## src/rtl/adder_accumulator.sv

```systemverilog
// adder_accumulator_ripple
//   Ripple-carry adder used as the accumulator's sum datapath. At WIDTH=4 this
//   is the team's 4-bit ripple adder.
//   Ports: a, b  - addends; cin - carry in; sum - a+b+cin mod 2^WIDTH;
//          cout - carry out of the top bit.
//
// adder_accumulator
//   Accepts operands over a valid/ready handshake and accumulates COUNT of
//   them into a running sum. Then it presents the batch sum and a sticky
//   unsigned-overflow flag over an output valid/ready handshake.
//   Ports: clk, rst_n (async, active low);
//          in_valid/in_ready/in_data  - operand stream;
//          out_valid/out_ready        - result handshake;
//          out_sum                    - batch sum mod 2^WIDTH;
//          out_ovf                    - at least one carry-out in the batch.

module adder_accumulator_ripple #(
   parameter int WIDTH = 4
) (
   input  logic [WIDTH-1:0] a,
   input  logic [WIDTH-1:0] b,
   input  logic             cin,
   output logic [WIDTH-1:0] sum,
   output logic             cout
);

   // The carry is a loop-local variable that walks up the bits, so that the
   // chain stays a single combinational path.
   always_comb begin
      logic c;
      c    = cin;
      sum  = '0;
      for (int i = 0; i < WIDTH; i++) begin
         sum[i] = a[i] ^ b[i] ^ c;
         c      = (a[i] & b[i]) | (c & (a[i] ^ b[i]));
      end
      cout = c;
   end

endmodule

module adder_accumulator #(
   parameter int WIDTH = 4,
   parameter int COUNT = 4
) (
   input  logic             clk,
   input  logic             rst_n,
   input  logic             in_valid,
   output logic             in_ready,
   input  logic [WIDTH-1:0] in_data,
   output logic             out_valid,
   input  logic             out_ready,
   output logic [WIDTH-1:0] out_sum,
   output logic             out_ovf
);

   localparam int CNT_W = $clog2(COUNT + 1);

   localparam logic [0:0] ST_ACC  = 1'b0;
   localparam logic [0:0] ST_DONE = 1'b1;

   logic [0:0]       state;
   logic [WIDTH-1:0] acc;
   logic [CNT_W-1:0] cnt;
   logic             ovf;

   logic [WIDTH-1:0] sum;
   logic             carry;
   logic             accept;
   logic             last;

   // The carry-out of the adder equals (sum < acc) for an unsigned add.
   adder_accumulator_ripple #(.WIDTH(WIDTH)) u_add (
      .a    (acc),
      .b    (in_data),
      .cin  (1'b0),
      .sum  (sum),
      .cout (carry)
   );

   // Both handshake outputs are decoded from registered state only.
   assign in_ready  = (state == ST_ACC);
   assign out_valid = (state == ST_DONE);
   assign out_sum   = acc;
   assign out_ovf   = ovf;

   assign accept = in_valid && in_ready;
   assign last   = (cnt == CNT_W'(COUNT - 1));

   always_ff @(posedge clk or negedge rst_n) begin
      if (!rst_n) begin
         state <= ST_ACC;
         acc   <= '0;
         cnt   <= '0;
         ovf   <= 1'b0;
      end else begin
         case (state)
            ST_ACC: begin
               if (accept) begin
                  acc <= sum;
                  ovf <= ovf | carry;
                  if (last) begin
                     cnt   <= '0;
                     state <= ST_DONE;
                  end else begin
                     cnt <= cnt + 1'b1;
                  end
               end
            end
            ST_DONE: begin
               // No bypass into ST_ACC on the same edge. This gives the
               // single bubble cycle per batch.
               if (out_ready) begin
                  acc   <= '0;
                  ovf   <= 1'b0;
                  state <= ST_ACC;
               end
            end
            default: state <= ST_ACC;
         endcase
      end
   end

endmodule

```

## config.mk

```make
export PLATFORM = sky130hd
export DESIGN_NAME = adder_accumulator
export DESIGN_NICKNAME = d
export VERILOG_FILES = /design/src/rtl/adder_accumulator.sv
export SDC_FILE = /design/constraint.sdc
export NUM_CORES = 1
export LEC_CHECK = 0
export CAP_MARGIN = 20
export CORE_AREA = 2 2 39 41
export DETAILED_ROUTE_END_ITERATION = 10
export DIE_AREA = 0 0 41 43
export HOLD_SLACK_MARGIN = 0.05
export MAX_ROUTING_LAYER = met4
export PLACE_DENSITY = 0.67
export SETUP_SLACK_MARGIN = 0.4
export SLEW_MARGIN = 40
export SYNTH_ARGS = -nofsm -noshare
export SYNTH_HDL_FRONTEND = slang
export SYNTH_HIERARCHICAL = 1
export SYNTH_SLANG_ARGS = --single-unit
export TNS_END_PERCENT = 10
```

## constraint.sdc

```tcl
create_clock -name clk -period 2.38 [get_ports clk]
set_input_delay 0.714 -clock clk [delete_from_list [all_inputs] [get_ports clk]]
set_output_delay 0.714 -clock clk [all_outputs]
set_load 0.02 [all_outputs]
```

==> key figures <==
Detailed routing
  – Final WL: 948 um
  – Avg Vias per Cell: 4.47
  – DRC violations left: 0
  – Routed vias: 380
  – Drt initial violations: 0
  – DR pass1 iterations: 1
  – Remaining antenna violation count: 0
  – Average wire per standard cell: 11.2 um

Die
  – Die W: 41 um
  – Initial Utilization: 39.1%
  – IO Pins: 15
  – Rows: 14
  – Die span in y: 43 um
  – Die ar.: 0.00176 mm^2
  – Core footprint: 0.00138 mm^2

Final layout
  – Most frequent cells in the layout: inv_1 (10), dfrtp_1 (7), dlymetal6s2s_1 (7)
  – Layout Utilization: 54.5%
  – Fill cells: 132
  – Area growth from synthesis to layout: 39.6%
  – Nets: 83
  – Share of post-route cells with drive strength above 1: 26.1%
  – ANT cells: 0
  – Commonest non-fill, non-tap cell in the layout: inv_1

Placement
  – Port Buffer Count: 14
  – Pre-CTS setup slack: -578 ps
  – GP Congestion: 0.703
  – DP HPWL: 722 um

Clock network
  – Cts hold-fix bufs: 0
  – CTS clock-pin slew for the worst setup and hold paths: 60 ps
  – Root Buffer: clkbuf_4
  – Worst-skew pair later-pin latency: 250 ps
  – Total clock sinks: 9
  – CTS Buf Count: 3
  – H-Tree Depth: 1
  – Maximum clock path buffer count: 2
  – TritonCTS clock tree: built

Global routing
  – First-pass GRT wire length: 1660 um
  – Initial antenna violation count: 0
  – Largest net degree at the start of global routing: 10
  – GRT overflow: 0
  – Vias in the first global route: 399
  – Total global routing track utilization: 14.1%

Power and ir drop
  – PD cells: 1210 mW/mm^2
  – Max VDD drop: 0.000651 V
  – Leak Pwr: 0.418 nW
  – PnR Total Power: 0.915 mW

Worst setup path
  – Crit Path Class: input pin to register
  – Worst path arrival time: 2460 ps
  – CP Max Fanout: 1
  – CP endpoint kind: register
  – Top Family by Delay on Critical Path: adder cells
  – FF-to-FF path depth: 10
  – Worst-path cell chain: buf_6, fa_2, inv_2, fa_2, inv_2, fa_2, inv_2, fa_1, inv_1, mux2i_1, o21ai_1
  – R2R Path Start: out_sum[0]
  – Worst EP required: 2560 ps
  – CP max stage cell: fa_1
  – Worst Setup Start Kind: input pin
  – Critical path depth: 11
  – Max incr delay on CP: 390 ps
  – Crit path from: in_data[0]
  – CP Buf/Inv Count: 5

Synthesis
  – Flops & latches, synth: 9
  – Synth Cell Area: 541 um^2
  – Sequential fraction of the synthesis area: 41.7%
  – Post-Syn Nets: 64
  – Syn avg cell area: 10.6 um^2
  – Post-Synthesis Cells: 51
  – Synth cell types: 16
  – Syn. warnings: 6

Outcome
  – Status: completed

Worst hold path
  – Hold Path Class: register to register
  – Worst hold stages: 1
  – Hold_sp: cnt[0]

Run
  – Maxcap violations: 0

Timing
  – Min Clock Period, post-route: 2280 ps
  – Final Max Tran Viols: 0
  – FMAX: 0.438 GHz
  – RSZ-0062 raised after global routing: yes
  – Tcrit/Tclk final: 95.9%
  – Post-Route Skew: 0.721 ps
  – Final Hold Viols: 0
  – Final Setup Violations: 0
  – Final worst slack: 97.2 ps
  – Post-Route Setup TNS: 0 ps
[power breakdown]
group,leakage [nW],switching (mW),internal [mW]
combinational,0.298,0.243,0.246
sequential,0.106,0.0812,0.231
clock,0.0150,0.0492,0.0643
total,0.418,0.374,0.542
[final timing paths]
| path | slack (ps) | endpoint |
|---|---|---|
| max | 100 | out_sum[3] |
| max reg2reg | 180 | out_sum[3] |
| min | 480 | cnt[0] |
| min in group asynchronous | 750 | cnt[1] |
| min reg2reg | 480 | cnt[0] |
| max in group asynchronous | 1320 | out_valid |
[Yosys cell counts]
library cell / instances / area share (%)
inv_1: 14 / 9.7
dfrtp_1: 9 / 42
mux2i_1: 5 / 9.3
o21ai_0: 5 / 4.6
fa_1: 4 / 15
nand2_1: 4 / 2.8
a21oi_1: 1 / 0.93
a31oi_1: 1 / 1.2
a41o_1: 1 / 1.9
and2b_2: 1 / 1.6
buf_6: 1 / 2.1
conb_1: 1 / 0.69
ha_1: 1 / 2.3
mux2_4: 1 / 2.8
nor2b_4: 1 / 2.5
o22ai_1: 1 / 1.2
[flip-flops by register name (all words and copies together) (netlist names)]
| name | flops |
|---|---|
| out_valid | 1 |
| out_sum | 4 |
| out_ovf | 1 |
| cnt | 3 |
[worst reg2reg max path: stages, from the launching register on]
cell and delay [ps]:
dfrtp_2 430, fa_2 390, inv_2 60, fa_2 190
inv_2 40, fa_2 330, inv_2 60, fa_1 390
inv_1 70, mux2i_1 70, o21ai_1 110
[metrics by stage]
step           hold slack, ps  area, um^2  std cells
2_1_floorplan             418         549         51
3_3_place_gp              469         706         81
3_5_place_dp              474         706         81
4_1_cts                   482         732         85
5_1_grt                   514         754         85
6_report                  477         754         85
[area by class of cell]
type                    count  area [um^2]  share of cell area (%)
multi-input cells          27          263                    34.8
inverters                  14         52.6                    6.97
clock buffers               4         26.3                    3.48
flip-flops and latches      9          228                    30.2
well taps                  16         20.0                    2.65
repair buffers             15          165                    21.9
[timing repair]
action,in CTS,in global routing
endpoints found under the setup margin,9,10
resized for setup,7,10
pin swaps,4,3
endpoints found under the hold margin,0,0
buffers inserted,0,0
[cell families after synthesis]
| group | Yosys count | share of synthesized area (%) |
|---|---|---|
| AO/OA/AOI/OAI | 9 | 9.72 |
| adder cells (fa/ha/maj) | 5 | 17.1 |
| buffers and inverters | 15 | 11.8 |
| flip-flops | 9 | 41.7 |
| multiplexers | 6 | 12.0 |
| other | 1 | 0.694 |
| AND/OR/NAND/NOR | 6 | 6.94 |
[per-layer routing]
layer	global-route usage (%)	share of wire, %	vias to the layer above
li1	-	-	192
met1	19.0	47	178
met2	20.0	47	8
met3	3.14	4.9	2
met4	6.00	0.63	0
met5	-	0	-
(Power assumes the default switching activity.)
